`config.mk`:
```
export PLATFORM = sky130hd
export DESIGN_NAME = mult_div_unit_flat
export DESIGN_NICKNAME = d
export VERILOG_FILES = /design/src/rtl/mult_div_unit_if.sv /design/src/rtl/mult_div_unit.sv /design/src/flat_wrapper.sv
export SDC_FILE = /design/constraint.sdc
export NUM_CORES = 1
export LEC_CHECK = 0
export CELL_PAD_IN_SITES_DETAIL_PLACEMENT = 2
export CELL_PAD_IN_SITES_GLOBAL_PLACEMENT = 2
export CORE_UTILIZATION = 39
export CTS_CLUSTER_SIZE = 16
export DETAILED_ROUTE_END_ITERATION = 7
export PLACE_DENSITY_LB_ADDON = 0.2
export REMOVE_ABC_BUFFERS = 1
export SYNTH_ARGS = -nofsm -noshare
export SYNTH_HDL_FRONTEND = slang
export SYNTH_SLANG_ARGS = --single-unit
```
`constraint.sdc`:
```
create_clock -name clk -period 13.7 [get_ports clk]
set_input_delay 2.74 -clock clk [delete_from_list [all_inputs] [get_ports clk]]
set_output_delay 2.74 -clock clk [all_outputs]
set_load 0.01 [all_outputs]
```
`src/rtl/mult_div_unit_if.sv`:
```
// Issue/result bundle between the datapath and the HI/LO multiply/divide unit.
// The master issues ops and MTHI/MTLO writes; the slave owns HI/LO and busy/done.
interface mult_div_unit_if #(
  parameter int WIDTH = 32
);
  logic             start;
  logic [1:0]       op;
  logic [WIDTH-1:0] rs_value;
  logic [WIDTH-1:0] rt_value;
  logic             mthi;
  logic             mtlo;
  logic             busy;
  logic             done;
  logic [WIDTH-1:0] hi;
  logic [WIDTH-1:0] lo;

  modport master (
    output start, op, rs_value, rt_value, mthi, mtlo,
    input  busy, done, hi, lo
  );

  modport slave (
    input  start, op, rs_value, rt_value, mthi, mtlo,
    output busy, done, hi, lo
  );
endinterface

```
`src/rtl/mult_div_unit.sv`:
```
// Iterative HI/LO multiply/divide: radix-2 shift-add multiply, restoring divide,
// one bit per clock on sign-stripped magnitudes, with sign fixup in FINISH.
module mult_div_unit #(
  parameter int WIDTH = 32
) (
  input  logic             clk,
  input  logic             reset,
  mult_div_unit_if.slave   bus
);
  localparam int CW = $clog2(WIDTH);

  typedef enum logic [1:0] {IDLE, CALC, FINISH} state_t;

  state_t             state, state_nx;
  logic [1:0]         op_q;
  logic               sign_a, sign_b, div0;
  logic [WIDTH-1:0]   a_mag, b_mag;
  logic [2*WIDTH-1:0] acc, acc_nx;
  logic [CW-1:0]      count;
  logic [WIDTH-1:0]   hi_q, lo_q;
  logic               done_q;

  // Issue-side operand conditioning: op[0]=0 selects the signed variants.
  logic             in_signed, rs_neg, rt_neg;
  logic [WIDTH-1:0] rs_mag, rt_mag;

  assign in_signed = ~bus.op[0];
  assign rs_neg    = in_signed & bus.rs_value[WIDTH-1];
  assign rt_neg    = in_signed & bus.rt_value[WIDTH-1];
  assign rs_mag    = rs_neg ? -bus.rs_value : bus.rs_value;
  assign rt_mag    = rt_neg ? -bus.rt_value : bus.rt_value;

  // One iteration. Multiply: acc = {partial, multiplier}, add on LSB then shift
  // right. Divide: acc = {remainder, dividend/quotient}, shift left then trial subtract.
  logic [WIDTH:0]     mul_sum;
  logic [2*WIDTH:0]   div_sh;
  logic [WIDTH:0]     div_diff;

  always_comb begin
    mul_sum  = {1'b0, acc[2*WIDTH-1:WIDTH]} + (acc[0] ? {1'b0, a_mag} : '0);
    div_sh   = {acc, 1'b0};
    div_diff = div_sh[2*WIDTH:WIDTH] - {1'b0, b_mag};
    acc_nx   = {mul_sum, acc[WIDTH-1:1]};
    if (op_q[1]) begin
      if (div_diff[WIDTH]) acc_nx = div_sh[2*WIDTH-1:0];
      else                 acc_nx = {div_diff[WIDTH-1:0], div_sh[WIDTH-1:1], 1'b1};
    end
  end

  // Sign fixup applied when results are committed.
  logic               neg_res;
  logic [2*WIDTH-1:0] prod;
  logic [WIDTH-1:0]   quo, rem, hi_res, lo_res;

  always_comb begin
    neg_res = sign_a ^ sign_b;
    prod    = neg_res ? -acc : acc;
    quo     = neg_res ? -acc[WIDTH-1:0] : acc[WIDTH-1:0];
    rem     = sign_a ? -acc[2*WIDTH-1:WIDTH] : acc[2*WIDTH-1:WIDTH];
    hi_res  = prod[2*WIDTH-1:WIDTH];
    lo_res  = prod[WIDTH-1:0];
    if (op_q[1]) begin
      if (div0) begin
        // Divide by zero returns the dividend as issued and an all-ones quotient.
        hi_res = sign_a ? -a_mag : a_mag;
        lo_res = '1;
      end else begin
        hi_res = rem;
        lo_res = quo;
      end
    end
  end

  always_comb begin
    state_nx = state;
    case (state)
      IDLE:    if (bus.start) state_nx = CALC;
      CALC:    if (count == CW'(WIDTH-1)) state_nx = FINISH;
      FINISH:  state_nx = IDLE;
      default: state_nx = IDLE;
    endcase
  end

  always_ff @(posedge clk or posedge reset) begin
    if (reset) begin
      state  <= IDLE;
      op_q   <= '0;
      sign_a <= 1'b0;
      sign_b <= 1'b0;
      div0   <= 1'b0;
      a_mag  <= '0;
      b_mag  <= '0;
      acc    <= '0;
      count  <= '0;
      hi_q   <= '0;
      lo_q   <= '0;
      done_q <= 1'b0;
    end else begin
      state  <= state_nx;
      done_q <= 1'b0;
      case (state)
        IDLE: begin
          if (bus.start) begin
            op_q   <= bus.op;
            sign_a <= rs_neg;
            sign_b <= rt_neg;
            div0   <= (bus.rt_value == '0);
            a_mag  <= rs_mag;
            b_mag  <= rt_mag;
            acc    <= {{WIDTH{1'b0}}, (bus.op[1] ? rs_mag : rt_mag)};
            count  <= '0;
          end else begin
            if (bus.mthi) hi_q <= bus.rs_value;
            if (bus.mtlo) lo_q <= bus.rs_value;
          end
        end
        CALC: begin
          acc   <= acc_nx;
          count <= count + 1'b1;
        end
        FINISH: begin
          hi_q   <= hi_res;
          lo_q   <= lo_res;
          done_q <= 1'b1;
        end
        default: ;
      endcase
    end
  end

  assign bus.busy = (state != IDLE);
  assign bus.done = done_q;
  assign bus.hi   = hi_q;
  assign bus.lo   = lo_q;
endmodule

```
`src/flat_wrapper.sv`:
```
// flat-port wrapper written by rule: the top's interface ports become plain ports
module mult_div_unit_flat 
#(
  parameter int WIDTH = 32
)
  (clk, reset, bus_start, bus_op, bus_rs_value, bus_rt_value, bus_mthi, bus_mtlo, bus_busy, bus_done, bus_hi, bus_lo);
  mult_div_unit_if #(.WIDTH(WIDTH)) bus_i ();
  input  logic clk;
  input  logic reset;
  input wire logic [$bits(bus_i.start)-1:0] bus_start;
  input wire logic [$bits(bus_i.op)-1:0] bus_op;
  input wire logic [$bits(bus_i.rs_value)-1:0] bus_rs_value;
  input wire logic [$bits(bus_i.rt_value)-1:0] bus_rt_value;
  input wire logic [$bits(bus_i.mthi)-1:0] bus_mthi;
  input wire logic [$bits(bus_i.mtlo)-1:0] bus_mtlo;
  output wire logic [$bits(bus_i.busy)-1:0] bus_busy;
  output wire logic [$bits(bus_i.done)-1:0] bus_done;
  output wire logic [$bits(bus_i.hi)-1:0] bus_hi;
  output wire logic [$bits(bus_i.lo)-1:0] bus_lo;
  assign bus_i.start = bus_start;
  assign bus_i.op = bus_op;
  assign bus_i.rs_value = bus_rs_value;
  assign bus_i.rt_value = bus_rt_value;
  assign bus_i.mthi = bus_mthi;
  assign bus_i.mtlo = bus_mtlo;
  assign bus_busy = bus_i.busy;
  assign bus_done = bus_i.done;
  assign bus_hi = bus_i.hi;
  assign bus_lo = bus_i.lo;
  mult_div_unit #(.WIDTH(WIDTH)) u_core (.clk(clk), .reset(reset), .bus(bus_i));
endmodule
```
==> run summary <==
Status - completed
Final hold viol count - 0
EDFF count, synth - 0
Worst reg-to-reg path cell count - 13
Die height - 212.0 um
Core footprint - 0.04327 sq mm
Worst hold path class - register to register
Final cell count without fillers - 2828
Final worst-path cycle share - 0.4271
Combinational power share - 0.615
Final #Nets - 2367
H-tree depth - 1
Clk network pwr share - 0.135
First-pass GRT wire length - 119700 um
Worst hold margin - 0.4834 ns
Worst-Margin Slew - 1.341 ns
Crit path required time - 14.18 ns
CP arrival - 6.33 ns
CP max FO - 7
Post-CTS Setup Repair Bufs - 0
CTS Hold Bufs - 0
Worst-skew pair later-pin latency - 0.58 ns
Pin count of the biggest net entering global routing - 95
Pwr Density - 284.6 mW/mm^2
Rows - 76
Fin Setup TNS - 0 ns
Die width - 212.0 um
Tot GR Track Use - 0.3497
Diode count - 0
Initial Util - 0.3975
Final WL - 78910 um
Synth Area per Inst - 7.881 sq um
# DRC - 0
Hold depth - 2
Antenna-violating nets left - 0
Post-synth ARST share - 1.000
Leading area contributor after synthesis - dfrtp_1
IO Pins - 137
Max Fclk - 170.9 MHz
Endpoints failing setup - 0
Placed Instances - 2778
Slew margin rel. - 0.1047
Post-Syn Area - 0.01720 sq mm
Met3 routed WL - 3956 um
TritonRoute pass-1 iters - 5
Max IR drop VDD - 0.2663 mV
Initial DRC count - 1279
Number of synthesis warnings - 0
Pleak - 0.008041 uW
Unrepaired setup endpoints after global routing - no
Startpoint class of the critical path - input pin
Worst reg2reg setup slack - 8.79 ns
Initial antenna violation count - 2
Netlist cell types - 76
Clock Sinks - 204
Clock-pin slew on the worst setup and hold paths - 0.06 ns
Dpl hpwl - 57190 um
CTS tree - done
CP Class - input pin to register
Max Buffers Root-to-Sink - 3
Top post-synthesis cells by area - dfrtp_1 (30%), o21ai_0 (6.8%), xnor2_1 (6.5%)
Internal - 2783 uW
Grt total ovfl - 0
IO Port Bufs - 136
Top sig layer - met5
Startpoint of the worst hold path - u_core.b_mag[4]$_DFFE_PP0P_
Net Sw Frac - 0.5086
CP Capture Type - register
Sequential Area - 0.005110 sq mm
Layout cell share with drive strength beyond 1 - 0.05082
Gp weighted congestion - 0.9258
Clock root cell - clkbuf_16
Die area - 0.04494 sq mm
Sw Pwr - 2881 uW
Average wire per standard cell - 27.90 um
Max-Cap Viols - 0
Top-area cell type share of the netlist area - 0.2969
TritonCTS Buffers - 28
Synth Instances - 2182
Vias per inst - 6.367
Yosys reg bits - 204
Worst clock skew - 0.01565 ns
Wire length on met2 - 37880 um
R2R Path End - u_core.acc[49]$_DFFE_PP0P_
Area delta synth->final - 15.72%
Multi-input logic area - 0.01127 sq mm
Fin crit period - 5.851 ns
Post-CTS Resized - 0
Wl on met1 - 32220 um
Number of global-route vias before repair - 19.35k
Reg2reg start - u_core.acc[31]$_DFFE_PP0P_
Top FF cell, synth - dfrtp_1
Final Power - 5664 uW
Vias post-DR - 18.01k
Sequential area share after synthesis - 0.2969
Fillers - 4830
Worst hold path endpoint - u_core.b_mag[4]$_DFFE_PP0P_
Sequential group share of total power - 0.250
Final Max Slew Viols - 0
==> layout make-up <==
class,instances,share of cell area
flip-flops and latches,204,0.2568
clock inverters,11,0.005784
multi-input cells,1753,0.5666
well taps,585,0.03678
repair buffers,163,0.07859
clock buffers,39,0.04137
inverters,73,0.01415
==> power groups by stage <==
stage / Combinational, uW / Clock (uW) / Sequential [uW]
global route: 3800 / 791 / 1440
detailed placement: 3400 / 0 / 1400
CTS: 3460 / 774 / 1400
finish: 3480 / 764 / 1420
global placement: 3220 / 0 / 1380
floorplan: 2270 / 0 / 1260
==> metal layers <==
layer	GRT usage	vias to the layer above
li1	-	7906
met1	0.4302	9262
met2	0.5894	634
met3	0.04682	201
met4	0.1952	2
met5	0	-
==> synth_stat cells, drive strengths merged, types with 11 or more instances <==
library cell  instances
nor2b                20
nand3                33
or2                  11
o31ai                41
o22ai                42
or3                  32
nor4                 16
ha                   71
inv                  73
nand4                16
dfrtp               204
nor3                 48
xor2                100
nand2b               21
o211ai               28
o21ai               238
clkbuf              132
a21o                 23
or4                  19
a21oi               163
and2                 55
nand2               278
mux2i                57
buf                  20
a22oi                28
and3                 23
nor2                100
a211oi               34
a31oi                23
o41ai                14
xnor2               128
==> worst max-delay path, cell delays in order <==
cell,delay (ns)
clkdlybuf4s50_1,0.59
nor4_1,0.90
nand4b_1,0.43
nor2_1,0.45
nand3b_1,0.23
nor3_1,0.25
o21ai_0,0.15
mux2i_1,0.24
a211oi_1,0.14
a21oi_1,0.21
==> stage by stage <==
step                setup slack [ns]  area [sq um]    util
floorplan                      5.393         16600       -
global placement               7.747         18960  0.4383
detailed placement             7.532         18960  0.4383
CTS                            7.949         19900  0.4599
global route                   7.728         19900  0.4599
finish                         7.849         19900  0.4599
==> worst max-delay path by stage <==
stage                                from                          end  cells after the start  slack (ns)
after floorplan                     reset  u_core.a_mag[0]$_DFFE_PP0P_                      1        5.39
after global placement    bus_rs_value[2]   u_core.acc[25]$_DFFE_PP0P_                     10        7.75
after detailed placement  bus_rs_value[2]   u_core.acc[27]$_DFFE_PP0P_                     10        7.53
after CTS                 bus_rs_value[2]   u_core.acc[31]$_DFFE_PP0P_                     10        7.95
after global routing      bus_rs_value[2]   u_core.acc[31]$_DFFE_PP0P_                     10        7.73
final                     bus_rs_value[2]   u_core.acc[31]$_DFFE_PP0P_                     10        7.85
==> sequential cells by signal, summed over array words and instances (netlist names) <==
name,count
u_core.bus.hi,32
u_core.sign_a,1
u_core.acc,64
u_core.b_mag,32
u_core.sign_b,1
u_core.op_q,1
u_core.state,2
u_core.count,5
u_core.a_mag,32
u_core.bus.done,1
u_core.div0,1
u_core.bus.lo,32
==> cell usage in the layout (no fill, tap or decap), types with 7 or more instances in the layout <==
master / n
a211oi_1: 34
a21o_1: 23
a21oi_1: 163
a221oi_1: 9
a22oi_1: 28
a311oi_1: 7
a31oi_1: 23
and2_1: 52
and3_1: 23
buf_4: 27
clkbuf_16: 29
clkdlybuf4s50_1: 136
dfrtp_1: 202
ha_1: 71
inv_1: 71
mux2i_1: 57
nand2_1: 278
nand2b_1: 21
nand3_1: 33
nand4_1: 16
nor2_1: 96
nor2b_1: 19
nor3_1: 48
nor4_1: 15
o211ai_1: 28
o21ai_0: 235
o21bai_1: 7
o221ai_1: 10
o22ai_1: 42
o31ai_1: 39
o41ai_1: 12
or2_2: 8
or3_1: 30
or4_1: 16
xnor2_1: 127
xor2_1: 99
==> kinds of logic after synthesis <==
logic type / after synthesis / share of synthesized area
buffers and inverters: 225 / 0.05042
XOR/XNOR: 228 / 0.1161
multiplexers: 62 / 0.03711
AND/OR/NAND/NOR: 689 / 0.1948
flip-flops: 204 / 0.2969
adder cells (fa/ha/maj): 73 / 0.05399
AO/OA/AOI/OAI: 701 / 0.2507
Note: power is estimated with default switching activity, not from simulation.
